==> config.mk <==
export PLATFORM = sky130hd
export DESIGN_NAME = lsu_arbiter
export DESIGN_NICKNAME = d
export VERILOG_FILES = /design/src/rtl/lsu_arb_pkg.sv /design/src/rtl/lsu_arbiter_rr_arb2.sv /design/src/rtl/lsu_arbiter.sv
export SDC_FILE = /design/constraint.sdc
export NUM_CORES = 1
export LEC_CHECK = 0
export ABC_AREA = 1
export CORE_UTILIZATION = 39
export CTS_CLUSTER_SIZE = 10
export DETAILED_ROUTE_END_ITERATION = 12
export PLACE_DENSITY_LB_ADDON = 0.12
export SLEW_MARGIN = 20
export SYNTH_ARGS = -nofsm -noshare
export SYNTH_HDL_FRONTEND = slang
export SYNTH_SLANG_ARGS = --single-unit
==> constraint.sdc <==
create_clock -name clk_i -period 1.67 [get_ports clk_i]
set_input_delay 0.334 -clock clk_i [delete_from_list [all_inputs] [get_ports clk_i]]
set_output_delay 0.334 -clock clk_i [all_outputs]
set_load 0.1 [all_outputs]
==> src/rtl/lsu_arb_pkg.sv <==
// Shared types and constants for the two-master LSU arbiter.
// Holds the FSM states, the RV32 load/store funct3 codes, the captured request and the access-legality check.
package lsu_arb_pkg;

  typedef enum logic [1:0] {
    S_IDLE  = 2'd0,
    S_ISSUE = 2'd1,
    S_WAIT  = 2'd2,
    S_RESP  = 2'd3
  } arb_state_e;

  localparam logic [2:0] F3_LB  = 3'b000;
  localparam logic [2:0] F3_LH  = 3'b001;
  localparam logic [2:0] F3_LW  = 3'b010;
  localparam logic [2:0] F3_LBU = 3'b100;
  localparam logic [2:0] F3_LHU = 3'b101;
  localparam logic [2:0] F3_SB  = 3'b000;
  localparam logic [2:0] F3_SH  = 3'b001;
  localparam logic [2:0] F3_SW  = 3'b010;

  typedef struct packed {
    logic        we;
    logic [2:0]  funct3;
    logic [31:0] addr;
    logic [31:0] wdata;
    logic        id;
  } lsu_req_t;

  // Illegal encodings, unsigned stores and misaligned halfword/word accesses.
  function automatic logic access_err(input logic we, input logic [2:0] f3,
                                      input logic [1:0] a);
    logic e;
    e = (f3 == 3'b011) || (f3 == 3'b110) || (f3 == 3'b111);
    if (we && f3[2]) e = 1'b1;
    if ((f3[1:0] == F3_LH[1:0]) && a[0]) e = 1'b1;
    if ((f3[1:0] == F3_LW[1:0]) && (a != 2'b00)) e = 1'b1;
    return e;
  endfunction

endpackage

==> src/rtl/lsu_arbiter_rr_arb2.sv <==
// Two-way round-robin grant. The pointer names the requester that wins a tie
// and flips to the other side after every grant.
module rr_arb2 (
  input  logic       clk_i,
  input  logic       rst_ni,
  input  logic [1:0] i_req,
  input  logic       i_en,
  output logic [1:0] o_gnt
);

  logic r_ptr;

  always_comb begin
    o_gnt = 2'b00;
    if (i_en) begin
      unique case (i_req)
        2'b01:   o_gnt = 2'b01;
        2'b10:   o_gnt = 2'b10;
        2'b11:   o_gnt = r_ptr ? 2'b10 : 2'b01;
        default: o_gnt = 2'b00;
      endcase
    end
  end

  // A grant is always an acceptance, so the pointer moves on every grant.
  always_ff @(posedge clk_i or negedge rst_ni) begin
    if (!rst_ni)      r_ptr <= 1'b0;
    else if (|o_gnt)  r_ptr <= o_gnt[0];
  end

endmodule

==> src/rtl/lsu_arbiter.sv <==
// Arbitrates core (m0) and debug/DMA (m1) load/store requests onto one LSU port,
// one transaction at a time: IDLE -> ISSUE -> [WAIT] -> RESP.
module lsu_arbiter
  import lsu_arb_pkg::*;
#(
  parameter int unsigned LD_LATENCY = 1
) (
  input  logic        clk_i,
  input  logic        rst_ni,
  input  logic        m0_req_valid_i,
  output logic        m0_req_ready_o,
  input  logic        m0_req_we_i,
  input  logic [2:0]  m0_req_funct3_i,
  input  logic [31:0] m0_req_addr_i,
  input  logic [31:0] m0_req_wdata_i,
  output logic        m0_rsp_valid_o,
  output logic [31:0] m0_rsp_rdata_o,
  output logic        m0_rsp_err_o,
  input  logic        m1_req_valid_i,
  output logic        m1_req_ready_o,
  input  logic        m1_req_we_i,
  input  logic [2:0]  m1_req_funct3_i,
  input  logic [31:0] m1_req_addr_i,
  input  logic [31:0] m1_req_wdata_i,
  output logic        m1_rsp_valid_o,
  output logic [31:0] m1_rsp_rdata_o,
  output logic        m1_rsp_err_o,
  output logic        lsu_wren_o,
  output logic [2:0]  lsu_funct3_o,
  output logic [31:0] lsu_addr_o,
  output logic [31:0] lsu_st_data_o,
  input  logic [31:0] lsu_ld_data_i,
  output logic        busy_o
);

  localparam logic [1:0] LAT = 2'(LD_LATENCY);

  arb_state_e  r_state;
  lsu_req_t    r_req;
  logic        r_err;
  logic        r_wren;
  logic [1:0]  r_cnt;
  logic [1:0]  r_rsp_vld;
  logic        r_rsp_err;
  logic [31:0] r_rsp_rdata;

  logic [1:0]  w_gnt;
  logic        w_acc;
  lsu_req_t    w_new;
  logic        w_new_err;
  logic        w_skip_wait;
  logic [1:0]  w_rsp_sel;

  rr_arb2 u_rr_arb2 (
    .clk_i  (clk_i),
    .rst_ni (rst_ni),
    .i_req  ({m1_req_valid_i, m0_req_valid_i}),
    .i_en   (r_state == S_IDLE),
    .o_gnt  (w_gnt)
  );

  assign w_acc = |w_gnt;

  always_comb begin
    if (w_gnt[1]) begin
      w_new.we     = m1_req_we_i;
      w_new.funct3 = m1_req_funct3_i;
      w_new.addr   = m1_req_addr_i;
      w_new.wdata  = m1_req_wdata_i;
      w_new.id     = 1'b1;
    end else begin
      w_new.we     = m0_req_we_i;
      w_new.funct3 = m0_req_funct3_i;
      w_new.addr   = m0_req_addr_i;
      w_new.wdata  = m0_req_wdata_i;
      w_new.id     = 1'b0;
    end
  end

  assign w_new_err   = access_err(w_new.we, w_new.funct3, w_new.addr[1:0]);
  assign w_skip_wait = r_req.we | r_err | (LAT == 2'd0);
  assign w_rsp_sel   = r_req.id ? 2'b10 : 2'b01;

  // The response register is only written on entry to RESP, so rdata stays
  // stable between response pulses.
  always_ff @(posedge clk_i or negedge rst_ni) begin
    if (!rst_ni) begin
      r_state     <= S_IDLE;
      r_req       <= '0;
      r_err       <= 1'b0;
      r_wren      <= 1'b0;
      r_cnt       <= 2'd0;
      r_rsp_vld   <= 2'b00;
      r_rsp_err   <= 1'b0;
      r_rsp_rdata <= 32'd0;
    end else begin
      r_wren    <= 1'b0;
      r_rsp_vld <= 2'b00;
      unique case (r_state)
        S_IDLE: begin
          if (w_acc) begin
            r_req   <= w_new;
            r_err   <= w_new_err;
            r_wren  <= w_new.we & ~w_new_err;
            r_state <= S_ISSUE;
          end
        end
        S_ISSUE: begin
          if (w_skip_wait) begin
            r_rsp_vld   <= w_rsp_sel;
            r_rsp_err   <= r_err;
            r_rsp_rdata <= (r_req.we | r_err) ? 32'd0 : lsu_ld_data_i;
            r_state     <= S_RESP;
          end else begin
            r_cnt   <= 2'd1;
            r_state <= S_WAIT;
          end
        end
        S_WAIT: begin
          if (r_cnt == LAT) begin
            r_cnt       <= 2'd0;
            r_rsp_vld   <= w_rsp_sel;
            r_rsp_err   <= 1'b0;
            r_rsp_rdata <= lsu_ld_data_i;
            r_state     <= S_RESP;
          end else begin
            r_cnt <= r_cnt + 2'd1;
          end
        end
        S_RESP: r_state <= S_IDLE;
        default: r_state <= S_IDLE;
      endcase
    end
  end

  assign m0_req_ready_o = w_gnt[0];
  assign m1_req_ready_o = w_gnt[1];

  assign m0_rsp_valid_o = r_rsp_vld[0];
  assign m1_rsp_valid_o = r_rsp_vld[1];
  assign m0_rsp_err_o   = r_rsp_vld[0] & r_rsp_err;
  assign m1_rsp_err_o   = r_rsp_vld[1] & r_rsp_err;
  assign m0_rsp_rdata_o = r_rsp_rdata;
  assign m1_rsp_rdata_o = r_rsp_rdata;

  assign lsu_wren_o    = r_wren;
  assign lsu_funct3_o  = r_req.funct3;
  assign lsu_addr_o    = r_req.addr;
  assign lsu_st_data_o = r_req.wdata;
  assign busy_o        = (r_state != S_IDLE);

endmodule

==> results of run 1 <==
==> final cells by class <==
| type | count | area (sq um) |
|---|---|---|
| Clock inverter | 5 | 128 |
| Inverter | 51 | 213 |
| Fill cell | 917 | 3360 |
| Multi-Input combinational cell | 393 | 1900 |
| Tap cell | 180 | 225 |
| Timing Repair Buffer | 363 | 5140 |
| Clock buffer | 11 | 253 |
| Sequential cell | 111 | 2820 |
==> flip-flops by register name, indices dropped and copies added (netlist names) <==
name	count
r_state	2
r_cnt	2
lsu_st_data_o	32
m0_rsp_rdata_o	32
lsu_wren_o	1
r_rsp_err	1
lsu_funct3_o	3
lsu_addr_o	32
r_req	2
u_rr_arb2.r_ptr	1
r_rsp_vld	2
r_err	1
==> repair_timing <==
action,4_1_cts,5_1_grt
gates cloned,0,7
endpoints found under the setup margin,7,85
gates resized for setup,7,58
setup buffers,10,11
pin swaps,1,14
==> logic make-up after synthesis <==
| kind of cell | Yosys count |
|---|---|
| compound gates | 54 |
| fa+ha+maj | 3 |
| buf+inv | 180 |
| flops | 111 |
| simple gates | 336 |
==> metal layers <==
metal  wire, um  vias up
met5          0        -
met4        682        0
met3       1550       45
met2      10100      236
met1       6560     2577
li1           -     2545
==> stage by stage <==
step	hold slack [ns]	setup TNS, ns	cells	cell area, sq um
finish	-0.0164	-0.605	1114	10700
global route	0.00824	-2.48	1114	10700
CTS	0.000302	-0.584	1099	10300
detailed placement	0.372	-3.02	1073	9840
global placement	0.358	-0.647	1073	9840
floorplan	0.0384	0	684	5760
==> synth_stat cells, drive strengths merged <==
| library cell | count | share of area (%) |
|---|---|---|
| dfrtp | 111 | 49 |
| nor2 | 16 | 1.1 |
| nand2 | 216 | 15 |
| inv | 50 | 3.3 |
| o21bai | 1 | 0.13 |
| ha | 3 | 0.66 |
| a31oi | 1 | 0.11 |
| clkinv | 1 | 0.088 |
| nand3 | 104 | 9.2 |
| clkbuf | 6 | 0.42 |
| o21ai | 44 | 3.9 |
| a21oi | 7 | 1.0 |
| a21boi | 1 | 0.20 |
| buf | 123 | 16 |
==> path summary, 6_finish.rpt <==
kind                                 start  slack, ns              to  cells after the start
worst min register to register    r_req[0]       0.46    r_rsp_vld[0]                      1
min in group clk_i                r_req[0]       0.46    r_rsp_vld[0]                      1
worst max register to register  r_state[0]      -0.05           r_err                     12
worst min-delay path                rst_ni      -0.02    r_rsp_vld[1]                      2
max in group asynchronous           rst_ni       1.41   lsu_addr_o[6]                      2
worst max-delay path            r_state[0]      -0.17  m1_req_ready_o                      6
==> flow_summary.ini, run 1 <==
[sta]
worst-slew-pin-transition_ns = 0.317
rsz0062_at_grt = yes
report.final.setup_viol = 9
layout_setup_ws_ns = -0.174
timing.hold.ws_ns = -0.0164
period_share_pct = 110
max-slew-margin-rel_pct = 78.9
finalHoldViolCount = 15
final.min_clock_period_ns = 1.84
max_clock_freq_mhz = 542
maxSlewViolCount = 0
worst_clock_skew_ns = 0.00753

[cts]
cts-hold-fix-buffers = 0
cts_tree = yes
clock_latency_ns = 0.35
clock_tree.buffer_depth = 2
clk_root_buffer_cell = sky130_fd_sc_hd__clkbuf_16
h_tree_level_count = 3
clk_pin_slew_ns = 0.07
cts_inserted_buffers = 9
clock_sink_count = 111

[worst_setup_path]
crit_fanout = 3
critical-path-slowest-cell = sky130_fd_sc_hd__dfrtp_1
cp_cell_sequence = inv_2, ha_4, nand2_4, a21oi_4, buf_12, buf_12
crit_path_capture_type = output port
crit_path_frequent_cell = sky130_fd_sc_hd__buf_12
worst-endpoint-required_ns = 1.34
worst_path_dominant_cell_family = flip-flops
critical_path_arrival_ns = 1.51
worst-setup-path-type = reg2out
worst_setup_path_start_kind = flip-flop
worst-path-buf-inv = 3
critical_path.max_stage_delay_ns = 0.39

[logic_synthesis]
synth_seq_cells = 111
yosysUniqueCellTypes = 23
synth_adder_area_share_pct = 0.661
syn_avg_cell_area_sq_um = 8.30
muxShareOfSynthArea_pct = 0
post_synth_instance_area_sq_um = 5680
synth_xor_area_share_pct = 0
synth_simple_gate_area_share_pct = 24.9
synth_compound_gate_area_share_pct = 5.33
portion_of_the_post_synthesis_area_used_by_sequential_elements_pct = 48.9
yosys_warnings = 0
largest_family_of_logic_cells_by_synthesized_area = simple AND/OR/NAND/NOR gates
syn-instance-count = 684
mappedNetlistNets = 859

[global_route]
grt_first_pass_wirelength_um = 27300
met3_layer_usage_reported_by_global_route_pct = 7.67
globalRouteOverflowTotal = 0
number_of_global_route_vias_before_repair = 5378
number_of_antenna_violations_at_the_first_check_in_global_routing = 0
grt_max_degree = 67
grt_most_used_layer = met2
global_route.usage.total_pct = 23.6
grtUsageMet2_pct = 42.0
grt_util_met1_pct = 25.2

[layout]
antenna_cells = 0
postLayoutCoreUtil_pct = 76.0
final_common_cell = sky130_fd_sc_hd__nand2_1
design.final.nets = 1104
layout_common_cells = sky130_fd_sc_hd__nand2_1, sky130_fd_sc_hd__clkdlybuf4s50_1, sky130_fd_sc_hd__buf_12
post_route_cells_drive_above_1_share_pct = 30.1
area.growth.synth_to_final_pct = 88.1

[route]
dr.first_iter.drc_count = 302
viasPerCell = 4.85
antenna_nets_post_route = 0
route.detailed.wl_per_inst_um = 17.0
drc_errors = 0
routed_wl_um = 18900
vias = 5403
drt_pass1_iterations = 4

[die]
effective_utilization_at_floorplan_pct = 40.4
die_area_sq_um = 15000
die_height_um = 123
design.core.area_sq_um = 14000
die_width_um = 123
io_pins = 311
placement_rows = 43

[place]
detailed_place_hpwl_um = 13300
place_worst_setup_slack_ns = -0.110
placement.io_buffers = 310
gp_congestion = 0.848

[outcome]
failed_checks = hold timing, setup timing
outcome = complete, but fails checks

[job]
drv.max_cap_violation_count = 0

[hold_path]
worst_hold_path_type = in2async
Power of run 1 is not shown: default switching activity piles up to over one toggle a cycle in this logic, so the estimate is an artifact.
==> inputs of run 2 (changes only) <==
--- a/config.mk
+++ b/config.mk
@@ -6,9 +6,11 @@
 export NUM_CORES = 1
 export LEC_CHECK = 0
 export ABC_AREA = 1
+export CORE_MARGIN = 1.5
 export CORE_UTILIZATION = 39
 export CTS_CLUSTER_SIZE = 10
 export DETAILED_ROUTE_END_ITERATION = 12
+export HOLD_SLACK_MARGIN = 0.05
 export PLACE_DENSITY_LB_ADDON = 0.12
 export SLEW_MARGIN = 20
 export SYNTH_ARGS = -nofsm -noshare
==> flow_summary.ini, run 2 (synthesis results as in run 1) <==
[outcome]
outcome = complete, but fails checks
failed_checks = setup timing

[place]
placement.io_buffers = 310
gp_congestion = 0.814
detailed_place_hpwl_um = 13500
place_worst_setup_slack_ns = -0.121

[worst_setup_path]
worst_setup_path_start_kind = flip-flop
critical-path-slowest-cell = sky130_fd_sc_hd__dfrtp_1
critical_path_arrival_ns = 1.51
critical_path.max_stage_delay_ns = 0.40
worst-setup-path-type = reg2out
cp_cell_sequence = inv_2, ha_4, nand2_4, a21oi_4, buf_12, buf_16
worst-endpoint-required_ns = 1.34
crit_path_capture_type = output port
crit_fanout = 3

[sta]
worst_clock_skew_ns = 0.00785
timing.hold.ws_ns = 0.419
layout_setup_ws_ns = -0.177
finalHoldViolCount = 0
rsz0062_at_grt = yes
max_clock_freq_mhz = 541
worst-slew-pin-transition_ns = 0.320
max-slew-margin-rel_pct = 78.7
final.min_clock_period_ns = 1.85
period_share_pct = 111
maxSlewViolCount = 0
report.final.setup_viol = 3

[layout]
antenna_cells = 0
final_common_cell = sky130_fd_sc_hd__nand2_1
filler_cell_count = 913
ff_latch_area_sq_um = 2820
post_route_cells_drive_above_1_share_pct = 29.6
area.growth.synth_to_final_pct = 86.8
design.final.nets = 1098
area_of_combinational_cells_with_multiple_inputs_sq_um = 1900
layout_common_cells = sky130_fd_sc_hd__nand2_1, sky130_fd_sc_hd__clkdlybuf4s50_1, sky130_fd_sc_hd__buf_12

[cts]
clock_latency_ns = 0.35
clock_tree.buffer_depth = 2
clk_pin_slew_ns = 0.07
cts_tree = yes
clk_root_buffer_cell = sky130_fd_sc_hd__clkbuf_16
cts_inserted_buffers = 9
h_tree_level_count = 3
clock_sink_count = 111

[route]
routed_wl_um = 19400
viasPerCell = 4.89
vias = 5417
drc_errors = 0
antenna_nets_post_route = 0
route.detailed.wl_per_inst_um = 17.5
drt_pass1_iterations = 6
dr.first_iter.drc_count = 389

[global_route]
grt_max_degree = 57
global_route.usage.total_pct = 22.8
globalRouteOverflowTotal = 0
grt_first_pass_wirelength_um = 26500
number_of_global_route_vias_before_repair = 5173
number_of_antenna_violations_at_the_first_check_in_global_routing = 0

[hold_path]
worst_hold_path_type = reg2reg

[die]
die_width_um = 124
io_pins = 311
design.core.area_sq_um = 14000
effective_utilization_at_floorplan_pct = 40.4
placement_rows = 43
die_area_sq_um = 15300
die_height_um = 124

[job]
drv.max_cap_violation_count = 0
[run 2: per-stage QoR]
| stage | setup TNS, ns | cells | util, % | cell area [sq um] |
|---|---|---|---|---|
| 2_1_floorplan | 0 | 684 | - | 5760 |
| 3_3_place_gp | -3.88 | 1071 | 70.0 | 9830 |
| 3_5_place_dp | -5.86 | 1071 | 70.0 | 9830 |
| 4_1_cts | -0.475 | 1097 | 72.9 | 10200 |
| 5_1_grt | -1.86 | 1108 | 75.5 | 10600 |
| 6_report | -0.459 | 1108 | 75.5 | 10600 |
[run 2: worst paths after layout]
kind,depth (start not counted),start,end,slack (ns)
hold / removal,1,r_req[0],r_rsp_vld[0],0.42
max in group asynchronous,3,rst_ni,lsu_st_data_o[1],0.62
setup reg to reg,10,r_state[0],lsu_wren_o,0
setup / recovery,6,r_state[0],m0_req_ready_o,-0.18
min in group asynchronous,2,rst_ni,m0_rsp_rdata_o[3],0.47
hold reg to reg,1,r_req[0],r_rsp_vld[0],0.42
[run 2: cell type report]
type	instances	share of cell area, %
clock buffers	12	2.32
clock inverters	4	0.425
inverters	51	2.03
multi-input cells	393	18.0
flip-flops and latches	111	26.6
well taps	180	2.12
repair buffers	357	48.6
[run 2: repair_timing]
action | 4_1_cts | 5_1_grt
endpoints found under the hold margin | 20 | 0
cloned | 0 | 9
pin swaps | 2 | 6
setup buffers | 9 | 3
hold buffers | 1 | 0
endpoints found under the setup margin | 7 | 109
gates resized for setup | 10 | 51
[run 2: layer usage]
layer  vias to the layer above  global-route usage [%]  wire [um]
li1                       2537                       -          -
met1                      2589                    25.5       6670
met2                       251                    40.3      10400
met3                        40                    6.68       1670
met4                         0                    9.70        660
met5                         -                       0          0
[run 2: critical path: cells and delay by family, from the launching register on]
family                   cells  cell delay [ns]
adder cells (fa/ha/maj)      1             0.18
buffers and inverters        3             0.38
AND/OR/NAND/NOR              1             0.06
AO/OA/AOI/OAI                1             0.14
flip-flops                   1             0.40
Power of run 2 is left out for the same reason.
==> inputs of run 3 (changes only) <==
--- a/config.mk
+++ b/config.mk
@@ -12,7 +12,7 @@
 export DETAILED_ROUTE_END_ITERATION = 12
 export HOLD_SLACK_MARGIN = 0.05
 export PLACE_DENSITY_LB_ADDON = 0.12
-export SLEW_MARGIN = 20
+export SLEW_MARGIN = 10
 export SYNTH_ARGS = -nofsm -noshare
 export SYNTH_HDL_FRONTEND = slang
 export SYNTH_SLANG_ARGS = --single-unit
==> results of run 3 <==
Final layout, timing and power as in run 2 (identical DEF).
Power of run 3 is left out for the same reason.
